## config.mk

```make
export PLATFORM = sky130hd
export DESIGN_NAME = fetch_queue_flat
export DESIGN_NICKNAME = d
export VERILOG_FILES = /design/src/rtl/fetch_queue_pkg.sv /design/src/rtl/fetch_queue_if.sv /design/src/rtl/fetch_fifo_mem.sv /design/src/rtl/fetch_queue.sv /design/src/flat_wrapper.sv
export SDC_FILE = /design/constraint.sdc
export NUM_CORES = 1
export LEC_CHECK = 0
export BUFFER_PORTS_ARGS = -buffer_cell sky130_fd_sc_hd__buf_2
export CAP_MARGIN = 20
export CORE_MARGIN = 10
export CORE_UTILIZATION = 40
export DETAILED_ROUTE_END_ITERATION = 8
export GPL_TIMING_DRIVEN = 0
export HOLD_SLACK_MARGIN = 0.03
export SLEW_MARGIN = 20
export SYNTH_ARGS = -nofsm -noshare
export SYNTH_HDL_FRONTEND = slang
export SYNTH_HIERARCHICAL = 1
export SYNTH_SLANG_ARGS = --single-unit
```

## constraint.sdc

```tcl
create_clock -name clk -period 9.7 [get_ports clk]
set_input_delay 1.94 -clock clk [delete_from_list [all_inputs] [get_ports clk]]
set_output_delay 1.94 -clock clk [all_outputs]
set_load 0.03 [all_outputs]
```

## src/rtl/fetch_queue_pkg.sv

```systemverilog
// Shared types and constants for the instruction prefetch queue.
// Imported by the interface, the storage sub-module and the top.
package fetch_queue_pkg;

    typedef enum logic [1:0] {
        BOOT = 2'd0,
        RUN  = 2'd1,
        FULL = 2'd2
    } fq_state_t;

    // addi x0, x0, 0: a harmless bubble for downstream latching
    localparam logic [31:0] NOP_INSN         = 32'h0000_0013;
    localparam logic [31:0] RESET_PC_DEFAULT = 32'h0000_0000;

    typedef struct packed {
        logic [31:0] pc;
        logic [31:0] ir;
    } fetch_entry_t;

endpackage

```

## src/rtl/fetch_queue_if.sv

```systemverilog
// Instruction-memory bus: single outstanding request, active-low ack.
// Any cycle with req=1 and ack_n=0 transfers the word at addr.
interface fetch_queue_if;
    logic        imem_req;
    logic [31:0] imem_addr;
    logic [31:0] imem_data;
    logic        imem_ack_n;

    modport master (
        output imem_req,
        output imem_addr,
        input  imem_data,
        input  imem_ack_n
    );

    modport slave (
        input  imem_req,
        input  imem_addr,
        output imem_data,
        output imem_ack_n
    );
endinterface

```

## src/rtl/fetch_fifo_mem.sv

```systemverilog
// DEPTH x {pc, ir} storage: synchronous write, asynchronous head read.
// Pointer and occupancy bookkeeping live in the parent.
module fetch_fifo_mem
    import fetch_queue_pkg::*;
#(
    parameter int DEPTH = 4
) (
    input  logic                     clk,
    input  logic                     we,
    input  logic [$clog2(DEPTH)-1:0] waddr,
    input  fetch_entry_t             wdata,
    input  logic [$clog2(DEPTH)-1:0] raddr,
    output fetch_entry_t             rdata
);

    fetch_entry_t mem [DEPTH];

    // NOTE: storage is not reset; the parent's count qualifies every read,
    // so stale contents are never observed and the array maps to plain RAM.
    always_ff @(posedge clk) begin
        if (we) begin
            mem[waddr] <= wdata;
        end
    end

    assign rdata = mem[raddr];

endmodule

```

## src/rtl/fetch_queue.sv

```systemverilog
// Instruction prefetch buffer: runs its own fetch PC, absorbs memory wait
// states into a small {pc, ir} FIFO, and flushes on pipeline redirects.
module fetch_queue
    import fetch_queue_pkg::*;
#(
    parameter int          DEPTH    = 4,
    parameter logic [31:0] RESET_PC = RESET_PC_DEFAULT
) (
    input  logic                   clk,
    input  logic                   reset,
    input  logic                   redirect,
    input  logic [31:0]            redirect_pc,
    fetch_queue_if.master          imem,
    input  logic                   deq,
    output logic                   out_valid,
    output logic [31:0]            out_pc,
    output logic [31:0]            out_pc4,
    output logic [31:0]            out_ir,
    output logic [$clog2(DEPTH):0] count
);

    localparam int PW = $clog2(DEPTH);
    localparam int CW = PW + 1;

    fq_state_t     state;
    logic          req_q;
    logic [31:0]   fetch_pc;
    logic [PW-1:0] wr_ptr;
    logic [PW-1:0] rd_ptr;
    logic [CW-1:0] count_q;
    fetch_entry_t  head;
    logic          push;
    logic          pop;

    // Redirect discards any ack or dequeue arriving in the same cycle.
    assign push = req_q && !imem.imem_ack_n && !redirect;
    assign pop  = deq && (count_q != '0) && !redirect;

    // NOTE: all state here uses non-blocking assignments so every register
    // samples the pre-edge values of its peers, independent of statement order.
    always_ff @(posedge clk) begin
        if (reset) begin
            state    <= BOOT;
            req_q    <= 1'b0;
            fetch_pc <= RESET_PC;
            wr_ptr   <= '0;
            rd_ptr   <= '0;
            count_q  <= '0;
        end else if (redirect) begin
            state    <= RUN;
            req_q    <= 1'b1;
            fetch_pc <= redirect_pc & ~32'h0000_0003;
            wr_ptr   <= '0;
            rd_ptr   <= '0;
            count_q  <= '0;
        end else begin
            if (push) begin
                wr_ptr   <= wr_ptr + PW'(1);
                fetch_pc <= fetch_pc + 32'd4;
            end
            if (pop) begin
                rd_ptr <= rd_ptr + PW'(1);
            end
            if (push && !pop) begin
                count_q <= count_q + CW'(1);
            end else if (pop && !push) begin
                count_q <= count_q - CW'(1);
            end

            // imem_req is a flop that tracks the next state, so deq never
            // reaches it combinationally.
            case (state)
                BOOT: begin
                    state <= RUN;
                    req_q <= 1'b1;
                end
                RUN: begin
                    if (push && !pop && count_q == CW'(DEPTH - 1)) begin
                        state <= FULL;
                        req_q <= 1'b0;
                    end
                end
                FULL: begin
                    if (pop) begin
                        state <= RUN;
                        req_q <= 1'b1;
                    end
                end
                default: begin
                    state <= BOOT;
                    req_q <= 1'b0;
                end
            endcase
        end
    end

    fetch_fifo_mem #(
        .DEPTH (DEPTH)
    ) u_mem (
        .clk   (clk),
        .we    (push),
        .waddr (wr_ptr),
        .wdata ('{pc: fetch_pc, ir: imem.imem_data}),
        .raddr (rd_ptr),
        .rdata (head)
    );

    assign imem.imem_req  = req_q;
    assign imem.imem_addr = fetch_pc;

    assign count     = count_q;
    assign out_valid = (count_q != '0);
    assign out_pc    = out_valid ? head.pc : 32'h0000_0000;
    assign out_ir    = out_valid ? head.ir : NOP_INSN;
    assign out_pc4   = out_pc + 32'd4;

endmodule

```

## src/flat_wrapper.sv

```systemverilog
// flat-port wrapper written by rule: the top's interface ports become plain ports
module fetch_queue_flat import fetch_queue_pkg::*;
#(
    parameter int          DEPTH    = 4,
    parameter logic [31:0] RESET_PC = RESET_PC_DEFAULT
)
  (clk, reset, redirect, redirect_pc, deq, out_valid, out_pc, out_pc4, out_ir, count, imem_imem_req, imem_imem_addr, imem_imem_data, imem_imem_ack_n);
  fetch_queue_if imem_i ();
  input  logic clk;
  input  logic reset;
  input  logic redirect;
  input  logic [31:0] redirect_pc;
  input  logic deq;
  output logic out_valid;
  output logic [31:0] out_pc;
  output logic [31:0] out_pc4;
  output logic [31:0] out_ir;
  output logic [$clog2(DEPTH):0] count;
  output wire logic [$bits(imem_i.imem_req)-1:0] imem_imem_req;
  output wire logic [$bits(imem_i.imem_addr)-1:0] imem_imem_addr;
  input wire logic [$bits(imem_i.imem_data)-1:0] imem_imem_data;
  input wire logic [$bits(imem_i.imem_ack_n)-1:0] imem_imem_ack_n;
  assign imem_imem_req = imem_i.imem_req;
  assign imem_imem_addr = imem_i.imem_addr;
  assign imem_i.imem_data = imem_imem_data;
  assign imem_i.imem_ack_n = imem_imem_ack_n;
  fetch_queue #(.DEPTH(DEPTH), .RESET_PC(RESET_PC)) u_core (.clk(clk), .reset(reset), .redirect(redirect), .redirect_pc(redirect_pc), .imem(imem_i), .deq(deq), .out_valid(out_valid), .out_pc(out_pc), .out_pc4(out_pc4), .out_ir(out_ir), .count(count));
endmodule
```

# Word level (Yosys, flattened, before mapping)
# Memories as Yosys holds them, arrays and structs flattened. A register that Yosys moved wholly into a read port is not among the register bits.
# Index checks and enable logic that the tools add are counted.
dict set report word_totals {
  register_bits 42
  ram_bits 256
  in_bits 69
  output_inout_bits 133
  wordCells 58
  mem_count 1
}
dict set report op_classes {
  addsub 6
  eq_ne 7
  n_mux 18
  n_reduce_logical 18
}
# memory depth word_bits read_ports rd_clocked_by_memory_dff wr line
set mem_list {}
lappend mem_list {u_core.u_mem.mem 4 64 1 1 1 fetch_fifo_mem.sv:16} ;# fetch_entry_t mem [DEPTH];
# operator n
set op_table {}
lappend op_table {{32-bit 2-to-1 mux} 4}
lappend op_table {{32-bit by 3-bit adder with 32-bit output, second input constant} 2}
lappend op_table {{2-bit 2-to-1 mux} 4}
lappend op_table {{1-bit logical AND} 7}
lappend op_table {{1-bit 2-to-1 mux} 6}
lappend op_table {{3-bit 2-to-1 mux} 2}
lappend op_table {{3-bit by 2-bit inequality test with 1-bit output, second input constant} 2}
lappend op_table {{2-bit one-hot mux with 3 select lines} 1}
lappend op_table {{2-bit by 1-bit adder with 2-bit output, second input constant} 2}
lappend op_table {{1-bit zero test} 4}
lappend op_table {{2-bit by 1-bit inequality test with 1-bit output, second input constant} 2}
lappend op_table {{2-bit AND reduction} 2}
lappend op_table {{2-bit nonzero test} 2}
lappend op_table {{3-bit by 1-bit adder with 3-bit output, second input constant} 1}
lappend op_table {{3-bit by 2-bit == test with 1-bit output, second input constant} 1}
lappend op_table {{1-bit one-hot mux with 3 select lines} 1}
lappend op_table {{3-bit nonzero test} 1}
lappend op_table {{3-bit by 1-bit subtractor with 3-bit output, second input constant} 1}
lappend op_table {{2-bit by 1-bit == test with 1-bit output, second input constant} 1}
lappend op_table {{2-bit == test, second input constant} 1}
lappend op_table {{2-bit zero test} 1}
lappend op_table {{2-bit OR reduction} 1}

# Depth between registers and ports, before layout
# Gate-level depths: netlist of run 1.
dict set report depth {
  ltp_word 9
  ltp_mapped 11
  ltp_nobuf 9
}

# By module
# The synthesis of run 1 kept the hierarchy.
# module n_inst cells_per_inst area_per_inst_um2 seq_area_each_um2
set modules_own_cells {}
lappend modules_own_cells {fetch_fifo_mem 1 338 9341.5 7687.4}
lappend modules_own_cells {fetch_queue 1 458 3388.2 780.7}

# Worst setup path after synthesis of run 1
# No wires, ideal clock.
dict set report synth_timing {
  path_type {input-to-reg}
  start {input port redirect}
  end {memory u_core/u_mem/mem[0][0] (netlist bit) (enable)}
  setup_time_ns 0.578
  t_arrival_ns 7.238
  setup_slack_ns 1.884
  cell_stages 4
  cell_sequence {clkbuf_1 > buf_1 > nor2_1 > nor3b_1}
}
dict set report synth_between {
  elab_chain_len 4
}
# element line
set synth_rtl {}
lappend synth_rtl {{start, declared} flat_wrapper.sv:11} ;# input logic redirect;
lappend synth_rtl {{1-bit zero test} fetch_queue.sv:36} ;# assign push = req_q && !imem.imem_ack_n && !redirect;
lappend synth_rtl {{1-bit logical AND} fetch_queue.sv:36}
lappend synth_rtl {{named net u_core.push} fetch_queue.sv:32} ;# logic push;
lappend synth_rtl {{1-bit 2-to-1 mux} fetch_fifo_mem.sv:21} ;# if (we) begin
lappend synth_rtl {{1-bit 2-to-1 mux (not written as such)} fetch_fifo_mem.sv:22} ;# mem[waddr] <= wdata;
lappend synth_rtl {{end, declared} fetch_fifo_mem.sv:16}
# The timed path passes the listed nets, and every way through them passes these cells.

# Worst setup path in the final report of run 1
dict set report layout_timing {
  start {register u_core.count_q[0] (netlist: u_core/count[0])}
  end {output port out_pc4[28]}
}
dict set report layout_between {
  elab_chain_len 3
}
# element line
set layout_rtl {}
lappend layout_rtl {{start, declared} fetch_queue.sv:30} ;# logic [CW-1:0] count_q;
lappend layout_rtl {{start signal, assigned} fetch_queue.sv:65} ;# count_q <= count_q + CW'(1);
lappend layout_rtl {{start signal, assigned} fetch_queue.sv:67} ;# count_q <= count_q - CW'(1);
lappend layout_rtl {{3-bit nonzero test} fetch_queue.sv:112} ;# assign out_valid = (count_q != '0);
lappend layout_rtl {{32-bit 2-to-1 mux} fetch_queue.sv:113} ;# assign out_pc = out_valid ? head.pc : 32'h0000_0000;
lappend layout_rtl {{32-bit by 3-bit adder with 32-bit output} fetch_queue.sv:115} ;# assign out_pc4 = out_pc + 32'd4;
lappend layout_rtl {{end, declared} flat_wrapper.sv:16} ;# output logic [31:0] out_pc4;
# No other way between the ends.

==> summary.txt, run 1 <==
Outcome -> completed
Num rows -> 65
Top-area cell type share of the netlist area -> 60.39%
Bufs and invs on worst path -> 4
Largest net degree at the start of global routing -> 42
Final WL -> 32380 um
Max cap viols -> 0
Synthesis-to-finish area growth -> 21.17%
Vert. Die Dim -> 198.4 um
Worst hold start -> u_core/rd_ptr[1]
Logic pwr share -> 7.6%
Overflow after GRT -> 0
Clk_lat worst skew -> 540 ps
Htree depth -> 1
DRC violations left -> 0
Ys async rst share -> 0%
CTS Hold Buffers Added -> 0
Post-Syn Area per Cell -> 15.99 sq um
DR vias/cell -> 5.327
Detail Route Antenna Nets -> 0
Setup slack, reg-to-reg -> 6550 ps
Top post-synthesis cells by area -> edfxtp_1 60%, mux4_2 11%, dfxtp_1 6.1%
Max-slew violation count -> 0
Initial DRC count -> 468
Crit path launch -> u_core/count[0]
Worst flop-to-flop path startpoint -> u_core/count[0]
Leakage -> 5.551 nW
Seq/Total Area, Yosys -> 66.52%
Clock Power Share -> 41.0%
Boundary pin count -> 202
Vias -> 7857
Detailed Routing Iterations Pass 1 -> 4
Worst-path fanout max -> 10
Setup CP Type -> reg2out
Dpl cells -> 1416
Initial antenna violation count -> 0
Die Wd -> 198.4 um
Least-Margin Pin Slew -> 933.2 ps
Global-route wire length before repair -> 49180 um
Crit-path max cell delay -> 790 ps
GPL Wtd Cong -> 0.8141
Ys flop type -> edfxtp_1
Crit path launch type -> flop
Num CTS Buffers -> 31
Unrepaired setup endpoints after global routing -> false
DIE AREA -> 39360 sq um
Power Density -> 180.3 nW/um^2
Cell taking the most area after synthesis -> edfxtp_1
Wire per inst -> 21.95 um
Fmax -> 153.9 MHz
Max Root-Sink Buffers -> 3
Port bufs -> 197
HP Class -> reg2reg
Layout cells sized above 1 -> 32.31%
Net Sw Frac -> 22.61%
End point of the critical path -> out_pc4[28]
Crit path required time -> 7760 ps
Final critical-path share of the clock period -> 66.97%
Clock root cell -> clkbuf_16
Core Area -> 31470 sq um
CTS clk-pin slew, worst paths -> 60 ps
Net switching power -> 0.6289 mW
Cells after Synth -> 796
Synth cell types -> 56
CTS resizes -> 0
P_int -> 2.152 mW
Number of nets in the layout -> 1120
R2r endpoint -> u_core/count[2]
CTS tree -> done
Critical path arrival -> 4560 ps
Clk sink count -> 295
Post-CTS Setup Bufs -> 0
Worst path slowest cell -> or4b_2
CP top delay family -> simple AND/OR/NAND/NOR gates
Starting Density -> 40.45%
Reg power frac -> 51.4%
Clock Skews -> 13.82 ps
Max-slew headroom -> 36.91%
CP Capture Type -> primary output
Final cell count without fillers -> 1475
Mapped Area -> 12730 sq um
Chain of cells forming the critical path -> clkbuf_2 > nor3_1 > inv_1 > clkbuf_1 > and2_1 > ha_1 > nand3_1 > or4b_2 > nor4_1 > xor2_1 > buf_2
Reg2reg path depth -> 11
HPWL Detailed -> 23180 um
Fill cells -> 2798
Number of global-route vias before repair -> 8025
Setup violators final -> 0
Min Tclk post-route -> 6496 ps
WHS -> 511.8 ps
Hold violation total from the final report -> 0
Final Util -> 49.01%
Gr usage total -> 16.26%
Worst vdd ir -> 126.6 uV
YS warnings -> 6
Number of flops mapped to enable cells by yosys -> 256
Synthesized flop and latch total -> 295
Stages on worst setup path -> 11
## how the worst min path moves through the flow
stage,endpoint,slack (ps),cells after the start
finish,u_core/rd_ptr[1],510,2
global route,u_core/rd_ptr[1],540,2
CTS,u_core/rd_ptr[1],520,2
detailed placement,u_core/rd_ptr[1],500,2
global placement,u_core/rd_ptr[1],500,2
floorplan,u_core/rd_ptr[1],480,2
## area by class of cell
cell class                      instances  area [sq um]  share of cell area [%]
Sequential cell                       295          8468                   54.90
Multi-Input combinational cell        446          3943                   25.56
Timing Repair Buffer                  209          1136                   7.365
Clock buffer                           41         833.3                   5.402
Tap cell                              402         503.0                   3.261
Buffer                                 46         309.0                   2.004
Clock inverter                         16         160.2                   1.038
Inverter                               18         67.56                  0.4380
Antenna cell                            2         5.005                 0.03245
## Yosys cell counts (all sizes together), types with 3 or more instances
| master | instances |
|---|---|
| a2111oi | 6 |
| a211oi | 15 |
| a21oi | 8 |
| a311oi | 9 |
| and2 | 62 |
| and3 | 9 |
| and4 | 9 |
| buf | 22 |
| clkbuf | 24 |
| dfxtp | 39 |
| edfxtp | 256 |
| ha | 3 |
| inv | 18 |
| mux4 | 64 |
| nand2 | 25 |
| nand2b | 4 |
| nand3 | 24 |
| nand3b | 3 |
| nand4 | 19 |
| nor2 | 42 |
| nor2b | 4 |
| nor3 | 12 |
| nor3b | 3 |
| nor4 | 17 |
| nor4b | 5 |
| o21ai | 6 |
| o31ai | 8 |
| or3 | 8 |
| or4 | 8 |
| xnor2 | 17 |
| xor2 | 28 |
## logic make-up after synthesis
group | Yosys count | share of synthesized area [%]
compound gates | 59 | 3.411
xor+xnor | 45 | 3.096
fa+ha+maj | 4 | 0.4522
buf+inv | 64 | 2.959
flops | 295 | 66.52
mux | 65 | 11.52
other cells | 1 | 0.02946
simple gates | 263 | 12.01
## placed cells by master, fill, tap and decap left out, types with 9 or more instances in the layout
cell       count
nand4_1       18
nor3_1        12
buf_2        205
nand3_1       24
xor2_1        28
edfxtp_1     256
buf_4         12
clkbuf_1      30
mux4_2        60
and4_1         9
a311oi_1       9
a211oi_1      15
and2_1        62
clkbuf_16     31
conb_1        10
nand2_1       25
nor2_1        42
xnor2_1       17
dfxtp_1       39
inv_1         17
nor4_1        17
## flip-flops by register name, summed over array words and instances (netlist names)
name	cells
u_core/imem.imem_addr	30
u_core/wr_ptr	2
u_core/state	2
u_core/count	3
u_core/u_mem/mem	256
u_core/rd_ptr	2
## power by group through the flow
stage	sequential, mW	clock (mW)	combinational [mW]
6_report	1.43	1.14	0.212
4_1_cts	1.43	1.17	0.215
2_1_floorplan	1.46	0	0.116
3_5_place_dp	1.46	0	0.215
3_3_place_gp	1.46	0	0.211
5_1_grt	1.43	1.22	0.228
## stage by stage
stage	TNS [ps]	worst slack (ps)	power (mW)	area (sq um)
5_1_grt	0	2854	2.886	15420
2_1_floorplan	0	1884	1.581	12760
3_3_place_gp	-177080	-2773	1.669	14250
4_1_cts	0	3084	2.818	15420
6_report	0	3204	2.781	15420
3_5_place_dp	0	3689	1.671	14430
## routing by layer
| layer | part of all wire [%] | GRT usage, % | wire length (um) | vias to the layer above |
|---|---|---|---|---|
| met5 | 0 | 0 | 0 | - |
| met4 | 2.2 | 4.328 | 717 | 0 |
| met3 | 6.6 | 3.329 | 2133 | 46 |
| met2 | 49 | 27.61 | 15930 | 233 |
| met1 | 42 | 20.74 | 13610 | 3937 |
| li1 | - | - | - | 3641 |
## tightest hold or removal path, delay by kind of cell, from the launching register on
| family | cells | cell delay [ps] |
|---|---|---|
| simple gates | 1 | 70 |
| flops | 1 | 340 |
| xor+xnor | 1 | 70 |
No activity file was read; power rests on OpenSTA's default activity.
==> run 2: changes to the inputs <==
clock period = 6 ns   (was 9.7 ns; I/O delays follow)
==> summary.txt, run 2 (synthesized netlist as in run 1, its figures left out) <==
HP Class -> reg2reg
Num rows -> 65 (unchanged)
Worst flop-to-flop path startpoint -> u_core/count[0]
Starting Density -> 40.45% (unchanged)
GPL Wtd Cong -> 0.8337 (+2.4%)
Detailed Routing Iterations Pass 1 -> 4 (unchanged)
R2r endpoint -> u_core/count[2]
Final WL -> 32490 um (+0.33%)
Number of nets in the layout -> 1118 (-0.18%)
Power Density -> 299.4 nW/um^2 (+66%)
Setup slack, reg-to-reg -> 2850 ps (-3700 ps)
Largest reg by FF count -> u_core/u_mem/mem
Hold Path Depth -> 2 (unchanged)
Critical path arrival -> 4450 ps (-110 ps)
Largest register FFs -> 256 (unchanged)
Total Neg Setup Slack -> 0 ps (unchanged)
Max-slew headroom -> 34.97% (-1.9 points)
CTS Hold Buffers Added -> 0 (unchanged)
Vert. Die Dim -> 198.4 um (unchanged)
Max Root-Sink Buffers -> 3 (unchanged)
Htree depth -> 1 (unchanged)
Leakage -> 5.590 nW (+0.72%)
Worst vdd ir -> 196.4 uV (+55%)
CTS clk-pin slew, worst paths -> 60 ps (about the same)
CP Capture Type -> primary output
Vias -> 7862 (+0.064%)
CTS tree -> done
Placed cell area -> 14440 sq um (+0.11%)
Max-slew violation count -> 0 (unchanged)
Largest net degree at the start of global routing -> 35 (-17%)
DIE AREA -> 39360 sq um (unchanged)
Most frequent cells in the layout -> 256 x edfxtp_1, 205 x buf_2, 62 x and2_1, 60 x mux4_2, 42 x nor2_1
Min Tclk post-route -> 5646 ps
Fmax -> 177.1 MHz
Port bufs -> 197 (unchanged)
DR vias/cell -> 5.341 (+0.27%)
Clk_lat worst skew -> 560 ps (+20 ps)
Fin area -> 15540 sq um (+0.73%)
Global-route wire length before repair -> 48670 um (-1.0%)
Clk sink count -> 295 (unchanged)
Crit path launch type -> flop
Outcome -> completed
Hold EP -> u_core/rd_ptr[1]
Core Area -> 31470 sq um (unchanged)
Clock Skews -> 20.61 ps (+6.784 ps)
Post-CTS Setup Bufs -> 0 (unchanged)
Setup violators final -> 0 (unchanged)
HPWL Detailed -> 23160 um (-0.11%)
Fill cells -> 2781 (-0.61%)
Num CTS Buffers -> 31 (unchanged)
Overflow after GRT -> 0 (unchanged)
CTS resizes -> 0 (unchanged)
Initial DRC count -> 485 (+3.6%)
Least-Margin Pin Slew -> 962.0 ps (+28.78 ps)
Die Wd -> 198.4 um (unchanged)
Worst-path fanout max -> 10 (unchanged)
Reg2reg path depth -> 11 (unchanged)
Layout cells sized above 1 -> 32.99% (+0.68 points)
Crit path required time -> 4800 ps (-2960 ps)
Unrepaired setup endpoints after global routing -> false
Number of global-route vias before repair -> 8069 (+0.55%)
Setup CP Type -> reg2out
Gr usage total -> 16.18% (-0.083 points)
Final critical-path share of the clock period -> 94.10%
Boundary pin count -> 202 (unchanged)
Wire per inst -> 22.07 um (+0.53%)
Most common cell after layout, fill and taps aside -> edfxtp_1
Max cap viols -> 0 (unchanged)
Detail Route Antenna Nets -> 0 (unchanged)
Synthesis-to-finish area growth -> 22.06%
Initial antenna violation count -> 0 (unchanged)
N_diodes -> 0 (-2)
Worst hold start -> u_core/rd_ptr[1]
Clock root cell -> clkbuf_16
Hold violation total from the final report -> 0 (unchanged)
DRC violations left -> 0 (unchanged)
## run 2: changes by cell type in the layout (fill, tap and decap cells not counted), sizes merged
cell      change
buf           -2
bufinv        +3
clkinv        +4
clkbuf        -8
diode         -2
clkinvlp      +2
## run 2: where the power goes
group	switching, mW	total [mW]	leakage (nW)	internal (mW)
Combinational	0.228	0.343	2.40	0.115
Sequential	0.0466	2.31	2.66	2.26
Clock	0.781	2.00	0.523	1.22
Total	1.06	4.65	5.59	3.60
## run 2: cell type report
cell class,instances,area (sq um),share of cell area [%]
Clock buffer,33,793.3,5.105
Tap cell,402,503.0,3.237
Timing Repair Buffer,207,1146,7.376
Sequential cell,295,8468,54.50
Clock inverter,25,300.3,1.933
Inverter,18,67.56,0.4349
Multi-Input combinational cell,446,3949,25.41
Buffer,46,310.3,1.997
## run 2: routing by layer
| layer | vias to the layer above | routed length, um | global-route usage (%) |
|---|---|---|---|
| li1 | 3636 | - | - |
| met1 | 3917 | 13870 | 21.14 |
| met2 | 261 | 15790 | 26.86 |
| met3 | 48 | 2057 | 3.042 |
| met4 | 0 | 775 | 4.812 |
| met5 | - | 0 | 0 |
## run 2: worst max path at each step
stage / from / endpoint / slack (ps) / cells after the start
6_report: u_core/count[0] / out_pc4[30] / 350 / 11
2_1_floorplan: u_core/count[0] / out_pc4[28] / 1020 / 10
4_1_cts: u_core/count[0] / out_pc4[30] / 110 / 11
3_5_place_dp: u_core/count[0] / out_pc4[30] / 740 / 11
3_3_place_gp: redirect / u_core/u_mem/mem[0][15] / -1500 / 5
5_1_grt: u_core/count[0] / out_pc4[30] / 110 / 11
## run 2: critical path: stages, from the launching register on
cell	delay, ps
dfxtp_1	380
clkbuf_2	240
nor3_1	130
inv_1	270
clkbuf_1	540
and2_1	240
ha_1	190
nand3_1	260
or4b_2	800
nor4_1	420
xor2_1	180
buf_2	220
## run 2: through the flow
step	power [mW]	cells	utilization [%]	hold WS, ps	setup WS (ps)
3_3_place_gp	2.696	1404	45.30	494.0	-1497
5_1_grt	4.817	1472	49.37	574.7	106.8
4_1_cts	4.711	1472	49.36	520.9	114.9
3_5_place_dp	2.702	1414	45.89	500.6	736.2
6_report	4.652	1472	49.37	515.8	354.2
2_1_floorplan	2.555	805	-	478.2	1018
